`src/rtl/burst_data_buffer.sv`:
```
// Bidirectional burst buffer: a read FIFO (chip -> bus) and a write FIFO (bus -> chip)
// arbitrated by a 4-state direction FSM. Define BURST_DATA_BUFFER_ERR_EN for sticky ovf/udf flags.
module bdb_fifo #(
  parameter int DATA_W = 32,
  parameter int DEPTH  = 8
) (
  input  logic                       clk,
  input  logic                       n_rst,
  input  logic                       push,
  input  logic                       pop,
  input  logic [DATA_W-1:0]          din,
  output logic [DATA_W-1:0]          head,
  output logic [$clog2(DEPTH):0]     count,
  output logic                       full,
  output logic                       empty
);
  localparam int AW = $clog2(DEPTH);
  localparam int CW = AW + 1;

  logic [DATA_W-1:0] mem [DEPTH];
  logic [AW-1:0]     wr_ptr, rd_ptr;
  logic              push_ok, pop_ok;

  assign full    = (count == CW'(DEPTH));
  assign empty   = (count == '0);
  assign pop_ok  = pop & ~empty;
  // a push into a full FIFO still lands when a pop frees the head slot this cycle
  assign push_ok = push & (~full | pop_ok);
  assign head    = empty ? '0 : mem[rd_ptr];

  always_ff @(posedge clk)
    if (push_ok) mem[wr_ptr] <= din;

  always_ff @(posedge clk or negedge n_rst)
    if (!n_rst) begin
      wr_ptr <= '0;
      rd_ptr <= '0;
      count  <= '0;
    end else begin
      if (push_ok) wr_ptr <= wr_ptr + 1'b1;
      if (pop_ok)  rd_ptr <= rd_ptr + 1'b1;
      count <= count + CW'(push_ok) - CW'(pop_ok);
    end
endmodule

module burst_data_buffer #(
  parameter int DATA_W = 32,
  parameter int DEPTH  = 8
) (
  input  logic                   clk,
  input  logic                   n_rst,
  input  logic                   r_enable,
  input  logic                   w_enable,
  input  logic                   bus,
  input  logic                   chip,
  input  logic [DATA_W-1:0]      c_rdata,
  input  logic [DATA_W-1:0]      b_wdata,
  output logic [DATA_W-1:0]      b_rdata,
  output logic [DATA_W-1:0]      c_wdata,
  output logic                   r_full,
  output logic                   r_empty,
  output logic                   w_full,
  output logic                   w_empty,
  output logic [$clog2(DEPTH):0] r_count,
  output logic [$clog2(DEPTH):0] w_count,
  output logic [1:0]             mode,
  output logic                   ovf,
  output logic                   udf
);
  localparam int CW = $clog2(DEPTH) + 1;

  typedef enum logic [1:0] {READ = 2'd0, TO_WRITE = 2'd1, WRITE = 2'd2, TO_READ = 2'd3} state_e;
  state_e state;

  // index 0 = read FIFO, index 1 = write FIFO
  logic [1:0]             push, pop, full, empty;
  logic [1:0][DATA_W-1:0] din, head;
  logic [1:0][CW-1:0]     count;

  assign push[0] = (state == READ) & chip;
  assign pop[0]  = ((state == READ) | (state == TO_WRITE)) & bus;
  assign push[1] = (state == WRITE) & bus;
  assign pop[1]  = ((state == WRITE) | (state == TO_READ)) & chip;
  assign din[0]  = c_rdata;
  assign din[1]  = b_wdata;

  for (genvar i = 0; i < 2; i++) begin : g_fifo
    bdb_fifo #(.DATA_W(DATA_W), .DEPTH(DEPTH)) u_fifo (
      .clk(clk), .n_rst(n_rst), .push(push[i]), .pop(pop[i]), .din(din[i]),
      .head(head[i]), .count(count[i]), .full(full[i]), .empty(empty[i])
    );
  end

  assign b_rdata = head[0];
  assign c_wdata = head[1];
  assign r_count = count[0];
  assign w_count = count[1];
  assign r_full  = full[0];
  assign w_full  = full[1];
  assign r_empty = empty[0];
  assign w_empty = empty[1];
  assign mode    = state;

  // drain states finish as soon as the outgoing FIFO is empty, regardless of enables
  always_ff @(posedge clk or negedge n_rst)
    if (!n_rst) state <= READ;
    else
      unique case (state)
        READ:     if (!r_enable && w_enable) state <= TO_WRITE;
        TO_WRITE: if (empty[0]) state <= WRITE;
                  else if (r_enable && !w_enable) state <= READ;
        WRITE:    if (r_enable && !w_enable) state <= TO_READ;
        TO_READ:  if (empty[1]) state <= READ;
                  else if (w_enable && !r_enable) state <= WRITE;
        default:  state <= READ;
      endcase

`ifdef BURST_DATA_BUFFER_ERR_EN
  always_ff @(posedge clk or negedge n_rst)
    if (!n_rst) begin
      ovf <= 1'b0;
      udf <= 1'b0;
    end else begin
      if (|(push & full & ~pop)) ovf <= 1'b1;
      if (|(pop & empty))        udf <= 1'b1;
    end
`else
  assign ovf = 1'b0;
  assign udf = 1'b0;
`endif
endmodule

```
`config.mk`:
```
export PLATFORM = sky130hd
export DESIGN_NAME = burst_data_buffer
export DESIGN_NICKNAME = d
export VERILOG_FILES = /design/src/rtl/burst_data_buffer.sv
export SDC_FILE = /design/constraint.sdc
export NUM_CORES = 1
export LEC_CHECK = 0
export BUFFER_PORTS_ARGS = -buffer_cell sky130_fd_sc_hd__buf_4
export CAP_MARGIN = 10
export CELL_PAD_IN_SITES_DETAIL_PLACEMENT = 0
export CELL_PAD_IN_SITES_GLOBAL_PLACEMENT = 1
export CORE_MARGIN = 2
export CORE_UTILIZATION = 25
export CTS_CLUSTER_SIZE = 8
export DETAILED_ROUTE_END_ITERATION = 10
export MAX_ROUTING_LAYER = met4
export PLACE_DENSITY = 0.42
export SLEW_MARGIN = 20
export SYNTH_ARGS = -nofsm -noshare
export SYNTH_HDL_FRONTEND = slang
export SYNTH_SLANG_ARGS = --single-unit
```
`constraint.sdc`:
```
create_clock -name clk -period 6.1 [get_ports clk]
set_input_delay 1.22 -clock clk [delete_from_list [all_inputs] [get_ports clk]]
set_output_delay 1.22 -clock clk [all_outputs]
set_load 0.02 [all_outputs]
```
# After elaboration in Yosys (flattened, before gate mapping)
# Memories as Yosys holds them, arrays and structs flattened.
# Index checks and enable logic that the tools add are counted.
# word_totals
reg_bits,22
ram_bits,512
elab_cells,63
n_memories,2
# classes
addsub,8
n_eq_ne,9
n_mux,13
n_bitwise,16
n_reduce_logical,8
# memory_table
memory,depth,width,rd,rd_ports_with_merged_regs,wr,line,rtl
g_fifo[0].u_fifo.mem,8,32,1,0,1,20,logic [DATA_W-1:0] mem [DEPTH];
g_fifo[1].u_fifo.mem,8,32,1,0,1,20,
# ops
cell,count
$mux 32,2
$add 3x1->3 const B,4
$mux 2,6
$add 4x1->4,2
$and 1x1->1,8
$eq 4x4->1 const B,2
$logic_not 4->1,2
$pmux 2 s4,1
$sub 4x1->4,2
$ne 3x1->1 const B,2
$eq 2x2->1 const B,2
$mux 1,4
$ne 2x1->1 const B,2
$not 1->1,4
$or 1x1->1,4
$reduce_and 4->1,1
$eq 2x1->1 const B,1
$logic_and 1x1->1,2
$logic_not 1->1,2
$logic_not 2->1,1

# Logic depth before layout (Yosys ltp)
# depth
word_depth,8
mapped_depth,10
ltp_nobuf,10

# Modules after synthesis
# From an unflattened synthesis, not the netlist that was laid out.
# hier_totals
hier_cells,883
area_unflattened_um2,20538.4
# by_module_without_submodules
module,instances,cells_each,area_each_um2,seq_area_each_um2
bdb_fifo,2,433,10193.5,7937.6
burst_data_buffer,1,17,151.4,50.0

# Worst setup path before layout
# OpenSTA, ideal clock, no wires.
# synth_timing
path_type,input -> register
from,input bus
to,"memory g_fifo[1].u_fifo.mem[1][0], enable pin"
arrival_ps,4845
t_required_ps,5598
slack_ps,753
path_stages,4
path_cell_list,nand3b_1 > a21oi_1 > buf_2 > nor4bb_1
# synth_between
elab_chain_len,4
# synth_lines
item,line,rtl
"start, declared",54,"input logic bus,"
$and 1x1->1,82,assign push[1] = (state == WRITE) & bus;
$and 1x1->1,28,assign push_ok = push & (~full | pop_ok);
net g_fifo[1].u_fifo.push_ok,22,"logic push_ok, pop_ok;"
$mux 1,32,if (push_ok) mem[wr_ptr] <= din;
$mux 1 (not written as such),32,
"end, declared",20,
# The timed path passes the listed nets, and every way through them passes these cells.

# Final worst setup path
# layout_timing
from,register g_fifo[1].u_fifo.rd_ptr[0]
to,output c_wdata[7]
# layout_between
elab_chain_len,2
# layout_lines
item,line,rtl
"start, declared",21,"logic [AW-1:0] wr_ptr, rd_ptr;"
"start signal, assigned",41,if (pop_ok) rd_ptr <= rd_ptr + 1'b1;
$mem_v2 8x32,n/a,
$mux 32,29,assign head = empty ? '0 : mem[rd_ptr];
"end, declared",59,"output logic [DATA_W-1:0] c_wdata,"
# Every way passes these cells.

==> results.cfg <==
[global_routing]
grt_pass1_wl_mm = 73.3
antenna_found_initial = 4
grt_usage_pct = 12.1
grt_max_degree = 67
grt_overflow = 0
grt_pass1_vias = 10500

[pwr]
leakagePower_uw = 0.00838
fin_total_pwr_uw = 12500
ir_drop_uv = 230
powerDensity_nw_per_um2 = 493

[status]
status = finished, final reports clean

[sta]
slew_headroom_pct = 39.6
fmax_mhz = 233
fin_ws_ns = 1.80
tightest_slew_ns = 0.904
clock_skew_ns = 0.0170
drv_slew = 0
setup_viol = 0
period_minus_slack_ns = 4.30
fin_setup_tns_ns = 0
fin_crit_sh_pct = 70.5
hold_viol = 0
rsz0062_at_grt = false

[floorplan]
die_x_um = 291
io_pins = 150
die_y_um = 291
die-area_um2 = 84800
core-area_um2 = 81800
initial_core_util_pct = 25.2
rows = 105

[worst_setup_path]
end_kind = output pin
critPathRequiredTime_ns = 4.88
crit_chain = buf_4, mux4_2, a22o_1, buf_4
crit_fanout = 40
crit_path_frequent_cell = buf_4
critPathKind = reg -> out
start_kind = flip-flop
critPathMaxStageDelay_ns = 0.96
cpMaxStageDelayCell = dfrtp_4
arrival_ns = 3.08

[route]
vias_per_cell = 4.39
first_pass_iters = 5
drtAntennaViolNets = 0
num_vias = 9584
first_iter_violations = 545
drt_wl_total_mm = 49.9
wl_per_cell_um = 22.9
drc = 0

[layout]
area_growth_syn_to_layout_pct = 22.4
nets = 1175
num-fill-cells = 7905
drive_gt1_share_pct = 36.9
final_cells = 2181

[synth]
synthArstFlopShare_pct = 4.12
syn_area_per_cell_um2 = 23.5
ys_types = 42
yosysTopAreaCellShare_pct = 74.6
netlist_instances = 879
synth_largest_area_cell = edfxtp_1
ys.warnings.count = 0
seq_area_frac_synth_pct = 77.2
synth_area_um2 = 20600
synth_ff_type = edfxtp_1
ys_seq_elements = 534
yosys-top-cells-area = edfxtp_1, mux4_2, a22o_1, dfrtp_1, mux4_1
synth_edf_count = 512

[clocking]
cts_buffers = 78
cts_resized = 0
cts_setup_buffers = 0
cts_sinks = 534
clk_latency_ns = 0.62
cts_root_buf = clkbuf_16
cts_tree = built
holdBufCountCts = 0
htreeDepth = 3
path_clk_slew_ns = 0.05
cts_buffer_depth = 3

[placed_design]
place_ws_ns = 2.32
post-place-cells = 2077
port_buffers = 147
dp_hpwl_mm = 26.8
routabilityCongestion = 0.664

[min_path]
min_path_type = reg -> reg

[flow_run]
maxCapViolations = 0
[per-layer routing]
layer / up-vias / global-route usage (%) / share of wire (%)
li1: 4145 / - / -
met1: 5155 / 14.5 / 42
met2: 204 / 20.1 / 50
met3: 80 / 3.12 / 5.3
met4: 0 / 3.90 / 2.3
met5: - / - / 0
[cells in the mapped netlist, types with 4 or more instances]
cell type,n
mux4_2,114
buf_8,4
edfxtp_1,512
nor2_1,9
a22o_1,64
a21oi_1,4
dfrtp_1,22
nor3_1,4
buf_2,15
ha_1,16
inv_1,19
mux4_1,15
clkbuf_1,15
buf_6,6
xnor2_1,4
xor2_1,8
nor2b_1,5
[kinds of logic after synthesis]
family	count (synthesis)	share of synthesized area (%)
AOI/OAI and AO/OA	75	3.11
xor gates and xnor gates	12	0.510
adders and majority gates	18	1.17
buffers and inverters	65	1.91
DFF	534	77.2
muxes	133	14.6
other	1	0.0182
and+or+nand+nor	41	1.47
[report_power, final]
group,switching (uW),total [uW],internal (uW)
sequential,287,4640,4350
clock,1560,3860,2300
combinational,2140,3940,1810
total,3980,12500,8470
[critical path: cells and delay by family, from the launching register on]
kind / cells / cell delay [ns]
AOI/OAI and AO/OA: 1 / 0.27
buffers and inverters: 2 / 0.62
DFF: 1 / 0.96
muxes: 1 / 0.59
[state kept, by name, summed over array words and instances, names as in the netlist]
register and flops:
g_fifo.u_fifo.mem 512, g_fifo.u_fifo.count 8, g_fifo.u_fifo.rd_ptr 6, g_fifo.u_fifo.wr_ptr 6, mode 2
[layout by cell type, fill, tap and decap left out, drive strengths merged, types with 4 or more instances in the layout]
master,count
a21oi,4
a22o,64
buf,173
clkbuf,87
clkinv,9
dfrtp,22
diode,4
edfxtp,512
ha,16
inv,23
mux2,4
mux4,129
nor2,9
nor2b,5
nor3,4
nor3b,6
xnor2,4
xor2,8
[through the flow]
step | cell area, um2 | util (%) | hold WS [ns]
final | 25200 | 30.8 | 0.507
after detailed placement | 23100 | 28.2 | 0.500
after global placement | 23100 | 28.2 | 0.493
after CTS | 25200 | 30.8 | 0.481
after floorplan | 20600 | - | 0.456
after global routing | 25200 | 30.8 | 0.517
[cell type report]
class                      count  area (um2)  share of cell area [%]
clock buffer                  87        1990                    7.87
antenna                        4        10.0                  0.0397
multi-input combinational    281        4410                    17.5
timing repair buffer         173        1310                    5.20
inverter                      19        71.3                   0.283
clock inverter                13         174                   0.689
sequential                   534       15900                    63.1
tap                         1070        1340                    5.31
[worst paths after layout]
path,from,endpoint,slack (ns),cells past startpoint
max,g_fifo[1].u_fifo.rd_ptr[0]$_DFFE_PN0P_,c_wdata[7],1.80,4
min,g_fifo[1].u_fifo.rd_ptr[2]$_DFFE_PN0P_,g_fifo[1].u_fifo.rd_ptr[2]$_DFFE_PN0P_,0.51,1
max reg2reg,g_fifo[1].u_fifo.count[2]$_DFF_PN0_,g_fifo[1].u_fifo.mem[5][24]$_DFFE_PP_,3.07,6
min reg2reg,g_fifo[1].u_fifo.rd_ptr[2]$_DFFE_PN0P_,g_fifo[1].u_fifo.rd_ptr[2]$_DFFE_PN0P_,0.51,1
max in group asynchronous,n_rst,g_fifo[1].u_fifo.rd_ptr[0]$_DFFE_PN0P_,5.30,1
min in group asynchronous,n_rst,g_fifo[0].u_fifo.count[2]$_DFF_PN0_,0.52,1
(Power assumes the default switching activity.)
